File: src/rtl/fpga_top_mul_arbiter_if.sv
// Request/response bundle between NREQ requesters, the shared-multiplier arbiter and the product consumer.
// The master side drives operands and rsp_ready; the slave side (arbiter) drives grants and products.
interface fpga_top_mul_arbiter_if #(
    parameter int NREQ = 4,
    parameter int IDW  = 2
);
    logic [NREQ-1:0]    req_valid;
    logic [NREQ*10-1:0] req_a;
    logic [NREQ*9-1:0]  req_b;
    logic [NREQ-1:0]    req_ready;
    logic               rsp_valid;
    logic [IDW-1:0]     rsp_id;
    logic [15:0]        rsp_p;
    logic               rsp_ready;
    logic [31:0]        mul_count;

    modport master (
        output req_valid, req_a, req_b, rsp_ready,
        input  req_ready, rsp_valid, rsp_id, rsp_p, mul_count
    );

    modport slave (
        input  req_valid, req_a, req_b, rsp_ready,
        output req_ready, rsp_valid, rsp_id, rsp_p, mul_count
    );
endinterface

File: src/rtl/fpga_top_mul_arbiter.sv
// Round-robin arbiter sharing one 10x9 multiplier: operand stage A -> multiplier -> product stage B, one product/cycle, 2-deep buffering under backpressure.
// Build option FPGA_TOP_MUL_ARB_SAT_EN: saturate the product to 16'hFFFF instead of wrapping modulo 2^16.
module fpga_top_mul_mul_10ns_9ns_16_1_1 (
    input  logic [9:0]  i_din0,
    input  logic [8:0]  i_din1,
    output logic [15:0] o_dout
);
    logic [15:0] w_a16;
    logic [15:0] w_b16;

    assign w_a16  = {6'b0, i_din0};
    assign w_b16  = {7'b0, i_din1};
    assign o_dout = w_a16 * w_b16;
endmodule

module fpga_top_mul_arbiter #(
    parameter int NREQ = 4,
    parameter int IDW  = 2
) (
    input  logic                  ap_clk,
    input  logic                  ap_rst_n,
    fpga_top_mul_arbiter_if.slave bus
);
    logic            r_op_vld;
    logic [9:0]      r_op_a;
    logic [8:0]      r_op_b;
    logic [IDW-1:0]  r_op_id;
    logic            r_rsp_valid;
    logic [15:0]     r_rsp_p;
    logic [IDW-1:0]  r_rsp_id;
    logic [IDW-1:0]  r_rr_ptr;
    logic [31:0]     r_mul_count;

    logic            w_adv_a;
    logic            w_adv_b;
    logic            w_grant_vld;
    logic [IDW-1:0]  w_grant;
    logic [IDW-1:0]  w_idx;
    logic            w_xfer;
    logic [NREQ-1:0] w_req_ready;
    logic [15:0]     w_mul_p;
    logic [15:0]     w_rsp_p_next;
    logic [9:0]      w_a [NREQ];
    logic [8:0]      w_b [NREQ];

    for (genvar g = 0; g < NREQ; g++) begin : g_unpack
        assign w_a[g] = bus.req_a[10*g +: 10];
        assign w_b[g] = bus.req_b[9*g +: 9];
    end

    assign w_adv_b = !r_rsp_valid | bus.rsp_ready;
    assign w_adv_a = !r_op_vld | w_adv_b;

    // Scan from farthest to nearest so the requester closest to rr_ptr wins.
    always_comb begin
        w_grant_vld = 1'b0;
        w_grant     = '0;
        w_idx       = '0;
        for (int k = NREQ - 1; k >= 0; k--) begin
            w_idx = IDW'((int'(r_rr_ptr) + k) % NREQ);
            if (bus.req_valid[w_idx]) begin
                w_grant_vld = 1'b1;
                w_grant     = w_idx;
            end
        end
    end

    assign w_xfer = ap_rst_n & w_adv_a & w_grant_vld;

    always_comb begin
        w_req_ready = '0;
        for (int i = 0; i < NREQ; i++) begin
            w_req_ready[i] = w_xfer & (w_grant == IDW'(i)) & bus.req_valid[i];
        end
    end

    fpga_top_mul_mul_10ns_9ns_16_1_1 u_mul (
        .i_din0 (r_op_a),
        .i_din1 (r_op_b),
        .o_dout (w_mul_p)
    );

`ifdef FPGA_TOP_MUL_ARB_SAT_EN
    logic [18:0] w_full;

    assign w_full       = {9'b0, r_op_a} * {10'b0, r_op_b};
    assign w_rsp_p_next = (w_full > 19'd65535) ? 16'hFFFF : w_mul_p;
`else
    assign w_rsp_p_next = w_mul_p;
`endif

    always_ff @(posedge ap_clk) begin
        if (!ap_rst_n) begin
            r_op_vld <= 1'b0;
            r_op_a   <= '0;
            r_op_b   <= '0;
            r_op_id  <= '0;
            r_rr_ptr <= '0;
        end else if (w_adv_a) begin
            r_op_vld <= w_grant_vld;
            r_op_a   <= w_a[w_grant];
            r_op_b   <= w_b[w_grant];
            r_op_id  <= w_grant;
            if (w_grant_vld) begin
                r_rr_ptr <= (w_grant == IDW'(NREQ - 1)) ? '0 : w_grant + 1'b1;
            end
        end
    end

    always_ff @(posedge ap_clk) begin
        if (!ap_rst_n) begin
            r_rsp_valid <= 1'b0;
            r_rsp_p     <= '0;
            r_rsp_id    <= '0;
        end else if (w_adv_b) begin
            r_rsp_valid <= r_op_vld;
            r_rsp_p     <= w_rsp_p_next;
            r_rsp_id    <= r_op_id;
        end
    end

    always_ff @(posedge ap_clk) begin
        if (!ap_rst_n) begin
            r_mul_count <= '0;
        end else if (r_rsp_valid & bus.rsp_ready) begin
            r_mul_count <= r_mul_count + 32'd1;
        end
    end

    assign bus.req_ready = w_req_ready;
    assign bus.rsp_valid = r_rsp_valid;
    assign bus.rsp_id    = r_rsp_id;
    assign bus.rsp_p     = r_rsp_p;
    assign bus.mul_count = r_mul_count;
endmodule
File: src/flat_wrapper.sv
// flat-port wrapper written by rule: the top's interface ports become plain ports
module fpga_top_mul_arbiter_flat 
#(
    parameter int NREQ = 4,
    parameter int IDW  = 2
)
  (ap_clk, ap_rst_n, bus_req_valid, bus_req_a, bus_req_b, bus_rsp_ready, bus_req_ready, bus_rsp_valid, bus_rsp_id, bus_rsp_p, bus_mul_count);
  fpga_top_mul_arbiter_if #(.NREQ(NREQ), .IDW(IDW)) bus_i ();
  input  logic ap_clk;
  input  logic ap_rst_n;
  input wire logic [$bits(bus_i.req_valid)-1:0] bus_req_valid;
  input wire logic [$bits(bus_i.req_a)-1:0] bus_req_a;
  input wire logic [$bits(bus_i.req_b)-1:0] bus_req_b;
  input wire logic [$bits(bus_i.rsp_ready)-1:0] bus_rsp_ready;
  output wire logic [$bits(bus_i.req_ready)-1:0] bus_req_ready;
  output wire logic [$bits(bus_i.rsp_valid)-1:0] bus_rsp_valid;
  output wire logic [$bits(bus_i.rsp_id)-1:0] bus_rsp_id;
  output wire logic [$bits(bus_i.rsp_p)-1:0] bus_rsp_p;
  output wire logic [$bits(bus_i.mul_count)-1:0] bus_mul_count;
  assign bus_i.req_valid = bus_req_valid;
  assign bus_i.req_a = bus_req_a;
  assign bus_i.req_b = bus_req_b;
  assign bus_i.rsp_ready = bus_rsp_ready;
  assign bus_req_ready = bus_i.req_ready;
  assign bus_rsp_valid = bus_i.rsp_valid;
  assign bus_rsp_id = bus_i.rsp_id;
  assign bus_rsp_p = bus_i.rsp_p;
  assign bus_mul_count = bus_i.mul_count;
  fpga_top_mul_arbiter #(.NREQ(NREQ), .IDW(IDW)) u_core (.ap_clk(ap_clk), .ap_rst_n(ap_rst_n), .bus(bus_i));
endmodule
File: config.mk
export PLATFORM = sky130hd
export DESIGN_NAME = fpga_top_mul_arbiter_flat
export DESIGN_NICKNAME = d
export VERILOG_FILES = /design/src/rtl/fpga_top_mul_arbiter_if.sv /design/src/rtl/fpga_top_mul_arbiter.sv /design/src/flat_wrapper.sv
export SDC_FILE = /design/constraint.sdc
export NUM_CORES = 1
export LEC_CHECK = 0
export CORE_MARGIN = 3
export CORE_UTILIZATION = 57
export DETAILED_ROUTE_END_ITERATION = 16
export HOLD_SLACK_MARGIN = 0.02
export PLACE_DENSITY = 0.88
export SLEW_MARGIN = 40
export SYNTH_ARGS = -nofsm -noshare
export SYNTH_HDL_FRONTEND = slang
export SYNTH_SLANG_ARGS = --single-unit
File: constraint.sdc
create_clock -name ap_clk -period 9.05 [get_ports ap_clk]
set_clock_uncertainty 0.05 [all_clocks]
set_input_delay 0.905 -clock ap_clk [delete_from_list [all_inputs] [get_ports ap_clk]]
set_output_delay 0.905 -clock ap_clk [all_outputs]
set_load 0.01 [all_outputs]
==> impl_metrics.csv <==
group,metric,value,unit
outcome,status,"finished clean",
die,dieArea,0.01281,mm²
sta,maxSlewViolCount,0,
synthesis,syn_inst,783,
layout,utilization,74.98,%
place,dp_hpwl,13.28,mm
setup_path,max_stage_delay,680,ps
cts,cts_max_level,3,
detailed_routing,vias_per_cell,5.782,
worst_hold_path,min_path_type,"reg -> reg",
synthesis,async_reset_ff_share,0,%
setup_path,cp-start-kind,"input port",
cts,clk_latency,340,ps
detailed_routing,wire_per_inst,17.00,µm
setup_path,cp_data_arrival_time,4050,ps
die,fp.dieW,113.2,µm
setup_path,rr_startpoint,"u_core.r_op_b[8]",
sta,slew_headroom,47.38,%
die,die_h,113.2,µm
sta,setup_viol,0,
cts,clk_path_buf_depth,2,
place,port_buffers,137,
synthesis,ys.flop_type,"dfxtp_1",
die,coreArea,0.01103,mm²
die,fp-row-count,38,
setup_path,worst_path_max_delay_cell,"or3_1",
cts,cts_buffers,9,
synthesis,avgSynthCellArea,8.362,µm²
synthesis,synth.distinct_cells,54,
synthesis,seq_area_frac_synth,22.93,%
setup_path,cp-end-kind,"output port",
global_routing,grtUsageTotal,28.13,%
global_routing,grt_overflow,0,
synthesis,synth_top_area_cell,"dfxtp_1",
sta,hold_viol,0,
setup_path,crit_chain,"clkdlybuf4s50_1, mux2i_1, nor2_1, or3_1, inv_1, ha_1, nand2_1, nor2_1, clkdlybuf4s50_1",
cts,path_clk_slew,60,ps
cts,cts_setup_buffers,0,
setup_path,reg2reg_to,"u_core.bus.rsp_p[14]",
detailed_routing,totalWireLength,17.46,mm
pwr,p_per_area,184.1,mW/mm²
synthesis,synth_enable_flop_cells,0,
layout,diodes,0,
setup_path,worstPathMaxFanout,23,
detailed_routing,drc_errors,0,
sta,rsz0062_at_grt,"false",
sta,worstMarginPinSlew,789.3,ps
synthesis,yosysWarningCount,0,
worst_hold_path,min_path_cells,2,
synthesis,synth_nets,954,
setup_path,critical_path_class,"in -> out",
detailed_routing,via_count,5938,
setup_path,reg2reg_depth,15,
die,initial_core_util,59.36,%
pwr,peakVddDrop,0.1374,mV
sta,tns,0,ps
layout,syn_to_final_growth,26.31,%
cts,cts_tree,"done",
layout,drive_gt1_share,3.382,%
cts,numClockSinks,75,
sta,whs,420.0,ps
cts,cts_resized,0,
global_routing,grt_start_max_net_pins,83,
synthesis,netlist_area,0.006548,mm²
sta,timing.fmax,0.1999,GHz
global_routing,grt_pass1_vias,6310,
synthesis,synthTopCellsByArea,"dfxtp_1 (23%), fa_1 (17%), and2_1 (7.5%)",
sta,fin_crit,5004,ps
detailed_routing,first_pass_iters,5,
worst_hold_path,min_from,"u_core.bus.rsp_p[3]",
cts,cts_root_buf,"clkbuf_16",
sta,fin_crit_sh,55.29,%
detailed_routing,final_antenna_net_count,0,
setup_path,cp.required,8100,ps
pwr,leakage,3.510,nW
detailed_routing,drt_iter0_markers,425,
cts,hold_buffers,0,
die,io_pins,138,
setup_path,rrSetupSlack,4410,ps
synthesis,ys_ff_latch,75,
run,drv_cap,0,
layout,fill_cells,771,
layout,nNetsFinal,1053,
synthesis,synth_top_cell_area_share,22.93,%
pwr,p_total,1.522,mW
global_routing,grt_pass1_wl,29.65,mm
worst_hold_path,holdPathEnd,"u_core.bus.rsp_p[3]",
global_routing,antenna_found_initial,0,
place,gp_congestion,0.9263,
worst max-delay path, delay by kind of cell:
kind,cells,cell delay [ps]
adders and majority gates,1,280
muxes,1,210
and+or+nand+nor,4,900
buffers and inverters,3,1750
metal layers:
layer	share of wire (%)	wire length [µm]	up-vias	global-route usage, %
met5	0	0	-	0
met4	2.2	383	0	9.696
met3	6.7	1168	39	5.187
met2	50	8659	240	47.35
met1	42	7252	2851	36.44
li1	-	-	2808	-
registers in the layout, indices dropped and copies added (netlist names):
signal                cells
u_core.r_op_b             9
u_core.r_op_id            2
u_core.r_op_a            10
u_core.bus.rsp_valid      1
u_core.r_op_vld           1
u_core.bus.rsp_id         2
u_core.r_rr_ptr           2
u_core.bus.rsp_p         16
u_core.bus.mul_count     32
cell usage after synthesis (10+ instances only):
master / n
inv_1: 91
nand2_1: 85
and2_1: 79
dfxtp_1: 75
fa_1: 55
o21a_1: 44
a211oi_1: 40
clkbuf_1: 38
nand3_1: 38
ha_1: 33
o31ai_1: 21
a21boi_0: 16
nor3_1: 16
xor2_1: 16
o21ai_0: 14
xnor2_1: 14
nor2_1: 13
or3_1: 10
worst max-delay path by stage:
stage | from | to
CTS | bus_req_valid[2] | bus_req_ready[3]
global route | bus_req_valid[2] | bus_req_ready[3]
finish | bus_req_valid[2] | bus_req_ready[3]
floorplan | u_core.r_op_a[4] | u_core.bus.rsp_p[14]
global placement | bus_req_valid[2] | bus_req_ready[3]
detailed placement | bus_req_valid[2] | bus_req_ready[3]
stage by stage:
| step | worst slack (ps) | std cells | cell area, µm² |
|---|---|---|---|
| finish | 4046 | 1027 | 8270 |
| floorplan | 4728 | 783 | 6548 |
| detailed placement | 4101 | 1011 | 7913 |
| global placement | 4244 | 1011 | 7913 |
| CTS | 4073 | 1027 | 8270 |
| global route | 3786 | 1027 | 8270 |
report_power, final:
part           leakage (nW)  switching (mW)  internal (mW)
sequential            0.614          0.0662          0.373
combinational          2.72           0.355          0.296
clock                 0.175           0.152          0.280
logic make-up (layout without fill, tap and decap cells):
family	after synthesis	after routing	share of synthesized area (%)
compound gates	157	157	17.52
xor+xnor	32	32	4.605
fa+ha+maj	88	88	23.12
buf+inv	146	250	8.771
flops	75	75	22.93
mux	2	2	0.3249
simple gates	283	283	22.72
layout make-up:
cell class	instances	area [µm²]	share of cell area, %
Timing Repair Buffer	142	1404	16.97
Inverter	92	345.3	4.175
Clock inverter	6	118.9	1.437
Multi-Input combinational cell	562	4487	54.25
Sequential cell	75	1501	18.15
Clock buffer	10	239.0	2.890
Tap cell	140	175.2	2.118
cell usage in the layout, fill, tap and decap left out, drive strengths merged, types with 2 or more instances in the layout:
| master | synthesis | routed |
|---|---|---|
| nor4 | 8 | 8 |
| nand3 | 38 | 38 |
| or3 | 10 | 10 |
| xnor2 | 15 | 15 |
| o21a | 44 | 44 |
| o31ai | 21 | 21 |
| fa | 55 | 55 |
| ha | 33 | 33 |
| clkdlybuf4s50 | 0 | 136 |
| clkbuf | 38 | 10 |
| o21ai | 14 | 14 |
| dfxtp | 75 | 75 |
| a21o | 2 | 2 |
| bufinv | 0 | 3 |
| nor2b | 7 | 7 |
| inv | 92 | 94 |
| o21bai | 2 | 2 |
| nor2 | 13 | 13 |
| xor2 | 16 | 16 |
| o2111ai | 2 | 2 |
| a211oi | 40 | 40 |
| nand2b | 4 | 4 |
| and4 | 6 | 6 |
| nand4 | 5 | 5 |
| a21boi | 17 | 17 |
| or2 | 3 | 3 |
| and2 | 79 | 79 |
| buf | 16 | 6 |
| nor3 | 16 | 16 |
| nand2 | 86 | 86 |
| a21oi | 7 | 7 |
| o211a | 2 | 2 |
| and3 | 3 | 3 |
| o211ai | 2 | 2 |
(Power assumes the default switching activity.)
